`config.mk`:
```
export PLATFORM = sky130hd
export DESIGN_NAME = gate_sweep_ctrl
export DESIGN_NICKNAME = d
export VERILOG_FILES = /design/src/rtl/gate_lib_pkg.sv /design/src/rtl/gate_sweep_ctrl_settle_timer.sv /design/src/rtl/gate_sweep_ctrl.sv
export SDC_FILE = /design/constraint.sdc
export NUM_CORES = 1
export LEC_CHECK = 0
export ABC_AREA = 1
export CORE_MARGIN = 2
export CORE_UTILIZATION = 52
export CTS_CLUSTER_SIZE = 10
export DETAILED_ROUTE_END_ITERATION = 7
export GPL_TIMING_DRIVEN = 1
export PLACE_DENSITY = 0.79
export SKIP_LAST_GASP = 1
export SLEW_MARGIN = 20
export SYNTH_ARGS = -nofsm -noshare
export SYNTH_HDL_FRONTEND = slang
export SYNTH_HIERARCHICAL = 1
export SYNTH_SLANG_ARGS = --single-unit
```
`constraint.sdc`:
```
create_clock -name clk -period 2.1 [get_ports clk]
set_clock_uncertainty 0.1 [all_clocks]
set_input_delay 0.42 -clock clk [delete_from_list [all_inputs] [get_ports clk]]
set_output_delay 0.42 -clock clk [all_outputs]
set_load 0.01 [all_outputs]
```
`src/rtl/gate_lib_pkg.sv`:
```
// ============================================================================
// Module  : gate_lib_pkg
// Purpose : Shared types and truth-table constants for gate-cell sweeps.
// Revision: 1.0 - initial release
// ============================================================================
`default_nettype none

package gate_lib_pkg;

  typedef enum logic [1:0] {
    ST_IDLE   = 2'd0,
    ST_SETTLE = 2'd1,
    ST_CHECK  = 2'd2,
    ST_DONE   = 2'd3
  } state_t;

  localparam int TT_W = 4;

  // Truth tables indexed by {a,b}: bit n holds y for input vector n.
  localparam logic [TT_W-1:0] NOR2_TT  = 4'b0001;
  localparam logic [TT_W-1:0] OR2_TT   = 4'b1110;
  localparam logic [TT_W-1:0] AND2_TT  = 4'b1000;
  localparam logic [TT_W-1:0] NAND2_TT = 4'b0111;
  localparam logic [TT_W-1:0] XOR2_TT  = 4'b0110;

endpackage

`default_nettype wire

```
`src/rtl/gate_sweep_ctrl_settle_timer.sv`:
```
// ============================================================================
// Module  : settle_timer
// Purpose : Loadable down-counter; o_tc is high while the count is zero.
// Revision: 1.0 - initial release
// ============================================================================
`default_nettype none

module settle_timer #(
  parameter int W = 2
) (
  input  logic         clk,
  input  logic         rst_n,
  input  logic         i_load,
  input  logic         i_en,
  input  logic [W-1:0] i_val,
  output logic         o_tc
);

  logic [W-1:0] r_cnt;

  always_ff @(posedge clk) begin
    if (!rst_n) begin
      r_cnt <= '0;
    end else if (i_load) begin
      r_cnt <= i_val;
    end else if (i_en && (r_cnt != '0)) begin
      r_cnt <= r_cnt - W'(1);
    end
  end

  assign o_tc = (r_cnt == '0);

endmodule

`default_nettype wire

```
`src/rtl/gate_sweep_ctrl.sv`:
```
// ============================================================================
// Module  : gate_sweep_ctrl
// Purpose : Sweeps a 2-input gate through all vectors and checks its table.
// Revision: 1.0 - initial release
// ============================================================================
`default_nettype none

module gate_sweep_ctrl
  import gate_lib_pkg::*;
#(
  parameter int SETTLE_CYCLES = 2,
  parameter int ERR_W         = 8,
  parameter int SWEEP_W       = 16
) (
  input  logic               clk,
  input  logic               rst_n,
  input  logic               i_start,
  input  logic               i_cont,
  input  logic               i_abort,
  input  logic [TT_W-1:0]    i_expect_tt,
  output logic               o_gate_a,
  output logic               o_gate_b,
  input  logic               i_gate_y,
  output logic               o_busy,
  output logic               o_done,
  output logic               o_pass,
  output logic [TT_W-1:0]    o_result_tt,
  output logic [ERR_W-1:0]   o_err_cnt,
  output logic [SWEEP_W-1:0] o_sweep_cnt
);

  localparam int               TMR_W      = $clog2(SETTLE_CYCLES + 1);
  localparam logic [TMR_W-1:0] c_TMR_LOAD = TMR_W'(SETTLE_CYCLES - 1);

  state_t               r_state;
  state_t               w_state_nxt;
  logic [1:0]           r_idx;
  logic [1:0]           r_gate;
  logic [TT_W-1:0]      r_tt;
  logic [TT_W-1:0]      r_exp;
  logic [TT_W-1:0]      r_result_tt;
  logic                 r_cont;
  logic                 r_pass;
  logic [ERR_W-1:0]     r_err;
  logic [SWEEP_W-1:0]   r_sweep;

  logic w_tmr_load;
  logic w_tmr_en;
  logic w_tmr_tc;
  logic w_start_run;
  logic w_sample;
  logic w_check;
  logic w_restart;
  logic w_match;

  settle_timer #(
    .W (TMR_W)
  ) u_settle_timer (
    .clk    (clk),
    .rst_n  (rst_n),
    .i_load (w_tmr_load),
    .i_en   (w_tmr_en),
    .i_val  (c_TMR_LOAD),
    .o_tc   (w_tmr_tc)
  );

  assign w_match = (r_tt == r_exp);

  always_ff @(posedge clk) begin
    if (!rst_n) begin
      r_state <= ST_IDLE;
    end else begin
      r_state <= w_state_nxt;
    end
  end

  always_comb begin
    w_state_nxt = r_state;
    w_tmr_load  = 1'b0;
    w_tmr_en    = 1'b0;
    w_start_run = 1'b0;
    w_sample    = 1'b0;
    w_check     = 1'b0;
    w_restart   = 1'b0;
    case (r_state)
      ST_IDLE: begin
        if (i_start) begin
          w_state_nxt = ST_SETTLE;
          w_start_run = 1'b1;
          w_tmr_load  = 1'b1;
        end
      end
      ST_SETTLE: begin
        w_tmr_en = 1'b1;
        if (w_tmr_tc) begin
          w_sample = 1'b1;
          if (r_idx == 2'd3) begin
            w_state_nxt = ST_CHECK;
          end else begin
            w_tmr_load = 1'b1;
          end
        end
      end
      ST_CHECK: begin
        w_check = 1'b1;
        if (r_cont && i_cont) begin
          w_state_nxt = ST_SETTLE;
          w_restart   = 1'b1;
          w_tmr_load  = 1'b1;
        end else begin
          w_state_nxt = ST_DONE;
        end
      end
      ST_DONE: begin
        w_state_nxt = ST_IDLE;
      end
      default: begin
        w_state_nxt = ST_IDLE;
      end
    endcase
    // Abort cancels every pending update so the last reported results survive.
    if (i_abort && (r_state != ST_IDLE)) begin
      w_state_nxt = ST_IDLE;
      w_tmr_load  = 1'b0;
      w_start_run = 1'b0;
      w_sample    = 1'b0;
      w_check     = 1'b0;
      w_restart   = 1'b0;
    end
  end

  always_ff @(posedge clk) begin
    if (!rst_n) begin
      r_idx       <= 2'd0;
      r_gate      <= 2'd0;
      r_tt        <= '0;
      r_exp       <= '0;
      r_result_tt <= '0;
      r_cont      <= 1'b0;
      r_pass      <= 1'b0;
      r_err       <= '0;
      r_sweep     <= '0;
    end else begin
      if (w_start_run) begin
        r_exp   <= i_expect_tt;
        r_cont  <= i_cont;
        r_err   <= '0;
        r_sweep <= '0;
        r_idx   <= 2'd0;
        r_gate  <= 2'd0;
      end
      if (w_sample) begin
        r_tt[r_idx] <= i_gate_y;
        if (r_idx == 2'd3) begin
          r_gate <= 2'd0;
        end else begin
          r_idx  <= r_idx + 2'd1;
          r_gate <= r_idx + 2'd1;
        end
      end
      if (w_check) begin
        r_result_tt <= r_tt;
        r_pass      <= w_match;
        r_sweep     <= r_sweep + SWEEP_W'(1);
        if (!w_match && (r_err != '1)) begin
          r_err <= r_err + ERR_W'(1);
        end
        if (!i_cont) begin
          r_cont <= 1'b0;
        end
      end
      if (w_restart) begin
        r_idx  <= 2'd0;
        r_gate <= 2'd0;
      end
      if (i_abort && (r_state != ST_IDLE)) begin
        r_gate <= 2'd0;
      end
    end
  end

  assign o_gate_a    = r_gate[1];
  assign o_gate_b    = r_gate[0];
  assign o_busy      = (r_state != ST_IDLE);
  assign o_done      = (r_state == ST_DONE);
  assign o_pass      = r_pass;
  assign o_result_tt = r_result_tt;
  assign o_err_cnt   = r_err;
  assign o_sweep_cnt = r_sweep;

endmodule

`default_nettype wire

```
# ---- After elaboration in Yosys (flattened, before gate mapping)
# Index checks and enable logic that the tools add are counted.
dict set report totals {
  output_inout_bits 33
  wordCells 86
  regBits 46
}
dict set report classes {
  n_reduce_logical 18
  bitwise 1
  n_eq_ne 9
  n_mux 40
  addsub 4
  magnitude_cmp 2
}
# op n
set ops {}
lappend ops {{16-bit two-way mux} 2}
lappend ops {{8-bit two-way mux} 3}
lappend ops {{1-bit two-way mux} 21}
lappend ops {{2-bit two-way mux} 10}
lappend ops {{16-bit by 1-bit adder with 16-bit output (second input constant)} 1}
lappend ops {{2-bit nonzero test} 5}
lappend ops {{8-bit by 1-bit adder with 8-bit output (second input constant)} 1}
lappend ops {{8-bit != test (second input constant)} 1}
lappend ops {{2-bit case mux with 4 select lines} 1}
lappend ops {{2-bit equality test (second input constant)} 3}
lappend ops {{2-bit OR reduction} 3}
lappend ops {{1-bit logical AND} 5}
lappend ops {{4-bit bitwise mux} 1}
lappend ops {{4-bit equality test} 1}
lappend ops {{2-bit logical NOT} 2}
lappend ops {{2-bit != test (second input constant)} 2}
lappend ops {{2-bit by 3-bit less-than comparator with 1-bit output (second input constant)} 1}
lappend ops {{1-bit case mux with 3 select lines} 1}
lappend ops {{3-bit AND reduction} 1}
lappend ops {{3-bit OR reduction} 1}
lappend ops {{2-bit by 1-bit adder with 2-bit output (second input constant)} 1}
lappend ops {{1-bit demux with 2-bit select} 1}
lappend ops {{2-bit by 1-bit equality test with 1-bit output (second input constant)} 1}
lappend ops {{2-bit by 1-bit >= comparator with 1-bit output (second input constant)} 1}
lappend ops {{4 further kinds} 4}

# ---- Longest topological paths before layout
# Gate-level depths: netlist of the first run.
dict set report depth {
  word_depth 6
  depth_mapped 12
  mapped_depth_nobuf 12
}

# ---- Hierarchy
# The synthesis of the first run kept the hierarchy.
# mod n_inst area_per_inst_um2 cells_each
set by_module_without_submodules {}
lappend by_module_without_submodules {gate_sweep_ctrl 1 2301.0 334}
lappend by_module_without_submodules {settle_timer 1 136.4 24}

# ---- Worst setup path before layout of the first run
# No wires, ideal clock.
dict set report synth_path {
  path_type {reg2reg}
  start {register r_err[1], in the netlist o_err_cnt[1]}
  end {register r_err[0], in the netlist o_err_cnt[0]}
  t_arrival_ps 1335
  period_less_slack_ps 1548
  required_ps 1887
  path_stages_with_launch 10
  path_slack_ps 552
  path_cell_list {dfxtp_1 ha_1 nand3_2 nor2_4 nand3_2 nand3_4 buf_6 nand2_1 nand2_1 nor2_1}
}
dict set report synth_via {
  elab_chain_len 4
}
# element line_no
set synth_rtl {}
lappend synth_rtl {{from (decl)} gate_sweep_ctrl.sv:44} ;# logic [ERR_W-1:0] r_err;
lappend synth_rtl {{from (signal assigned)} gate_sweep_ctrl.sv:166} ;# r_err <= r_err + ERR_W'(1);
lappend synth_rtl {{8-bit != test} gate_sweep_ctrl.sv:165} ;# if (!w_match && (r_err != '1)) begin
lappend synth_rtl {{1-bit logical AND} gate_sweep_ctrl.sv:165}
lappend synth_rtl {{8-bit two-way mux} gate_sweep_ctrl.sv:165}
lappend synth_rtl {{8-bit two-way mux} gate_sweep_ctrl.sv:161} ;# if (w_check) begin
# Every way passes these cells.
# A chain may end at the register's enable or synchronous reset.

# ---- Worst setup path after layout of the first run
dict set report layout_path {
  start {register r_state[1]}
  end {output port o_busy}
}
dict set report layout_via {
  elab_chain_len 1
}
# element line_no
set layout_rtl {}
lappend layout_rtl {{from (decl)} gate_sweep_ctrl.sv:35} ;# state_t r_state;
lappend layout_rtl {{from (signal assigned)} gate_sweep_ctrl.sv:73} ;# r_state <= w_state_nxt;
lappend layout_rtl {{2-bit nonzero test} gate_sweep_ctrl.sv:184} ;# assign o_busy = (r_state != ST_IDLE);
lappend layout_rtl {{to (decl)} gate_sweep_ctrl.sv:24} ;# output logic o_busy,
# Every way passes these cells.

==> results.yml, run 1 <==
cells_and_area:
  fin_util_pct: 67.8
  drive_above_1_share_pct: 9.70
  syn2layout_area_growth_pct: 23.6
  final_common_cell: "nand2_1"
  fin_cells: 454
  final_cell_mix: "96 x nand2_1, 46 x dfxtp_1, 44 x inv_1"
  finalNetCount: 418
  n_antenna_cell: 0
sta:
  slew_violations: 0
  period_share_pct: 96.7
  finalHoldViolCount: 0
  clock.fmax_ghz: 0.492
  period_minus_slack_ns: 2.03
  fin_tns_setup_ns: 0
  setup_viol: 0
  rsz0062_at_grt: "false"
floorplan:
  io_pins: 43
  start_util_pct: 54.8
  fp-row-count: 24
  fp.dieH_um: 72.5
  chipWidth_um: 72.5
  coreArea_um2: 4440
  die_area_um2: 5250
synthesis:
  yosysWarnings: 6
  synth_area_um2: 2440
  synth.net_count: 375
  ys_ff_latch: 46
  synth_cell_type_count: 33
  yosysSeqAreaShare_pct: 37.8
  syn_inst: 358
  synth_area_per_cell_um2: 6.81
status:
  status: "finished clean"
drt:
  drt_iter0_drc: 138
  antenna_left: 0
  drtPass1Iterations: 4
  via_per_inst: 5.09
  wl_um: 5220
  vias: 2309
  drcViolationCount: 0
  post_drt_wl_per_cell_um: 11.5
power_and_ir_drop:
  swShare_pct: 29.0
  p_seq_share_pct: 47.3
  clockPowerShare_pct: 32.6
  p_switching_uw: 583
  total_power_uw: 2010
  power.density_nw_per_um2: 668
  p_leak_uw: 0.00116
  peakVddDrop_uv: 406
  cellInternalPower_uw: 1430
  share_comb_of_total_power_pct: 20.0
grt:
  grt.total_usage_pct: 21.2
  grt_max_degree: 30
  grt_pass1_vias: 2124
  grt_pass1_wl_um: 8830
  grt-ovfl-total: 0
  antenna_found_initial: 0
cts:
  cts_resized: 0
  cts_tree: "built"
  htreeDepth: 2
  cts_buffers: 5
  clock_sinks: 46
  post_cts_buffers: 0
  clk_latency_ns: 0.30
  ctsLongestPathBuffers: 2
  path_clk_slew_ns: 0.09
  postCtsHoldBufs: 0
  cts_root_buf: "clkbuf_8"
critical_path:
  worstPathMaxFanout: 6
  timing.critical_path.cells: "nor2_2 -> inv_1 -> clkdlybuf4s50_1"
  cp_top_family: "buffers and inverters"
  start_kind: "flop"
  crit_path_end_kind: "output port"
  setup.worst_path.class: "reg2out"
  worstPathArrival_ns: 1.51
  required_ns: 1.58
  crit_path_top_delay_cell: "clkdlybuf4s50_1"
  slowest_delay_ns: 0.52
  critical_path_buf_inv_count: 2
worst_hold_path:
  worstHoldPathType: "reg2reg"
placement:
  portBuffers: 42
  place_congestion: 0.814
  post-place-cells: 446
  dp_hpwl_um: 3780
job:
  maxCapViolCount: 0
[worst min-delay path, stage by stage (launching register included)]
cell,delay (ns)
dfxtp_1,0.32
inv_1,0.07
a21oi_1,0.06
[synthesized netlist by cell type]
cell	n	area share, %
nand2_1	96	15
dfxtp_1	46	38
inv_1	44	6.8
nor2_1	34	5.2
a21oi_1	31	6.4
o21ai_0	25	5.1
nand3_1	16	3.3
nor2_2	9	2.3
ha_1	7	3.6
clkbuf_1	4	0.62
inv_2	4	0.62
nand4_1	4	1.0
a211oi_1	3	0.92
nand2_2	3	0.77
nor3_1	3	0.62
a31oi_1	2	0.51
buf_2	2	0.41
buf_4	2	0.62
buf_6	2	0.92
conb_1	2	0.31
nand3_2	2	0.82
nand3_4	2	1.4
nor2_4	2	0.92
o21ai_1	2	0.41
o21ai_2	2	0.72
o22ai_1	2	0.51
a22oi_1	1	0.31
a31o_2	1	0.36
clkinv_4	1	0.36
nand3b_1	1	0.31
nor3_2	1	0.41
o221a_2	1	0.46
xor2_1	1	0.36
[stage by stage]
stage               instance area (um^2)  worst slack [ns]  hold WS [ns]
floorplan                           2440             0.552         0.344
global placement                    2900             0.168         0.360
detailed placement                  2900             0.148         0.367
CTS                                 3010            0.0728         0.380
global route                        3010            0.0273         0.415
finish                              3010            0.0694         0.379
[cell families after synthesis]
logic type               synth area share [%]
AO/OA/AOI/OAI                            15.7
XOR/XNOR                                0.359
adder cells (fa/ha/maj)                  3.59
buffers and inverters                    10.3
flip-flops                               37.8
other                                   0.308
AND/OR/NAND/NOR                          31.9
[sequential cells by signal (all words and copies together), names as in the netlist]
signal / cells
o_sweep_cnt: 16
r_tt: 4
r_cont: 1
o_pass: 1
r_exp: 4
o_err_cnt: 8
u_settle_timer/r_cnt: 2
r_gate: 2
r_state: 2
o_result_tt: 4
r_idx: 2
[worst paths after layout]
check                      start         endpoint  slack (ns)  depth (start not counted)
setup / recovery      r_state[1]           o_busy        0.07                          3
hold / removal          r_exp[0]         r_exp[0]        0.38                          2
setup reg to reg  o_sweep_cnt[0]  o_sweep_cnt[14]        0.43                          8
hold reg to reg         r_exp[0]         r_exp[0]        0.38                          2
[cell type report]
| class | instances | area, um^2 |
|---|---|---|
| repair buffers | 46 | 463 |
| well taps | 52 | 65.1 |
| multi-input cells | 253 | 1260 |
| flip-flops and latches | 46 | 921 |
| clock buffers | 6 | 72.6 |
| clock inverters | 2 | 37.5 |
| fillers | 379 | 1430 |
| inverters | 49 | 189 |
[metal layers]
metal  wire, um  global-route usage (%)
met2       2470                    35.8
met4         63                    7.20
met5          0                       0
met1       2490                    26.8
met3        197                    4.58
[power by group through the flow]
stage / Sequential (uW) / Combinational [uW] / Clock, uW
detailed placement: 972 / 402 / 0
floorplan: 970 / 282 / 0
global route: 958 / 460 / 696
CTS: 952 / 405 / 674
global placement: 971 / 391 / 0
finish: 952 / 403 / 657
(Power assumes the default switching activity.)
==> inputs of run 2 (changes only) <==
--- a/config.mk
+++ b/config.mk
@@ -8,7 +8,7 @@
 export ABC_AREA = 1
 export CORE_MARGIN = 2
 export CORE_UTILIZATION = 52
-export CTS_CLUSTER_SIZE = 10
+export CTS_CLUSTER_SIZE = 14
 export DETAILED_ROUTE_END_ITERATION = 7
 export GPL_TIMING_DRIVEN = 1
 export PLACE_DENSITY = 0.79
==> results of run 2 <==
Final layout, timing and power as in run 1 (identical DEF).
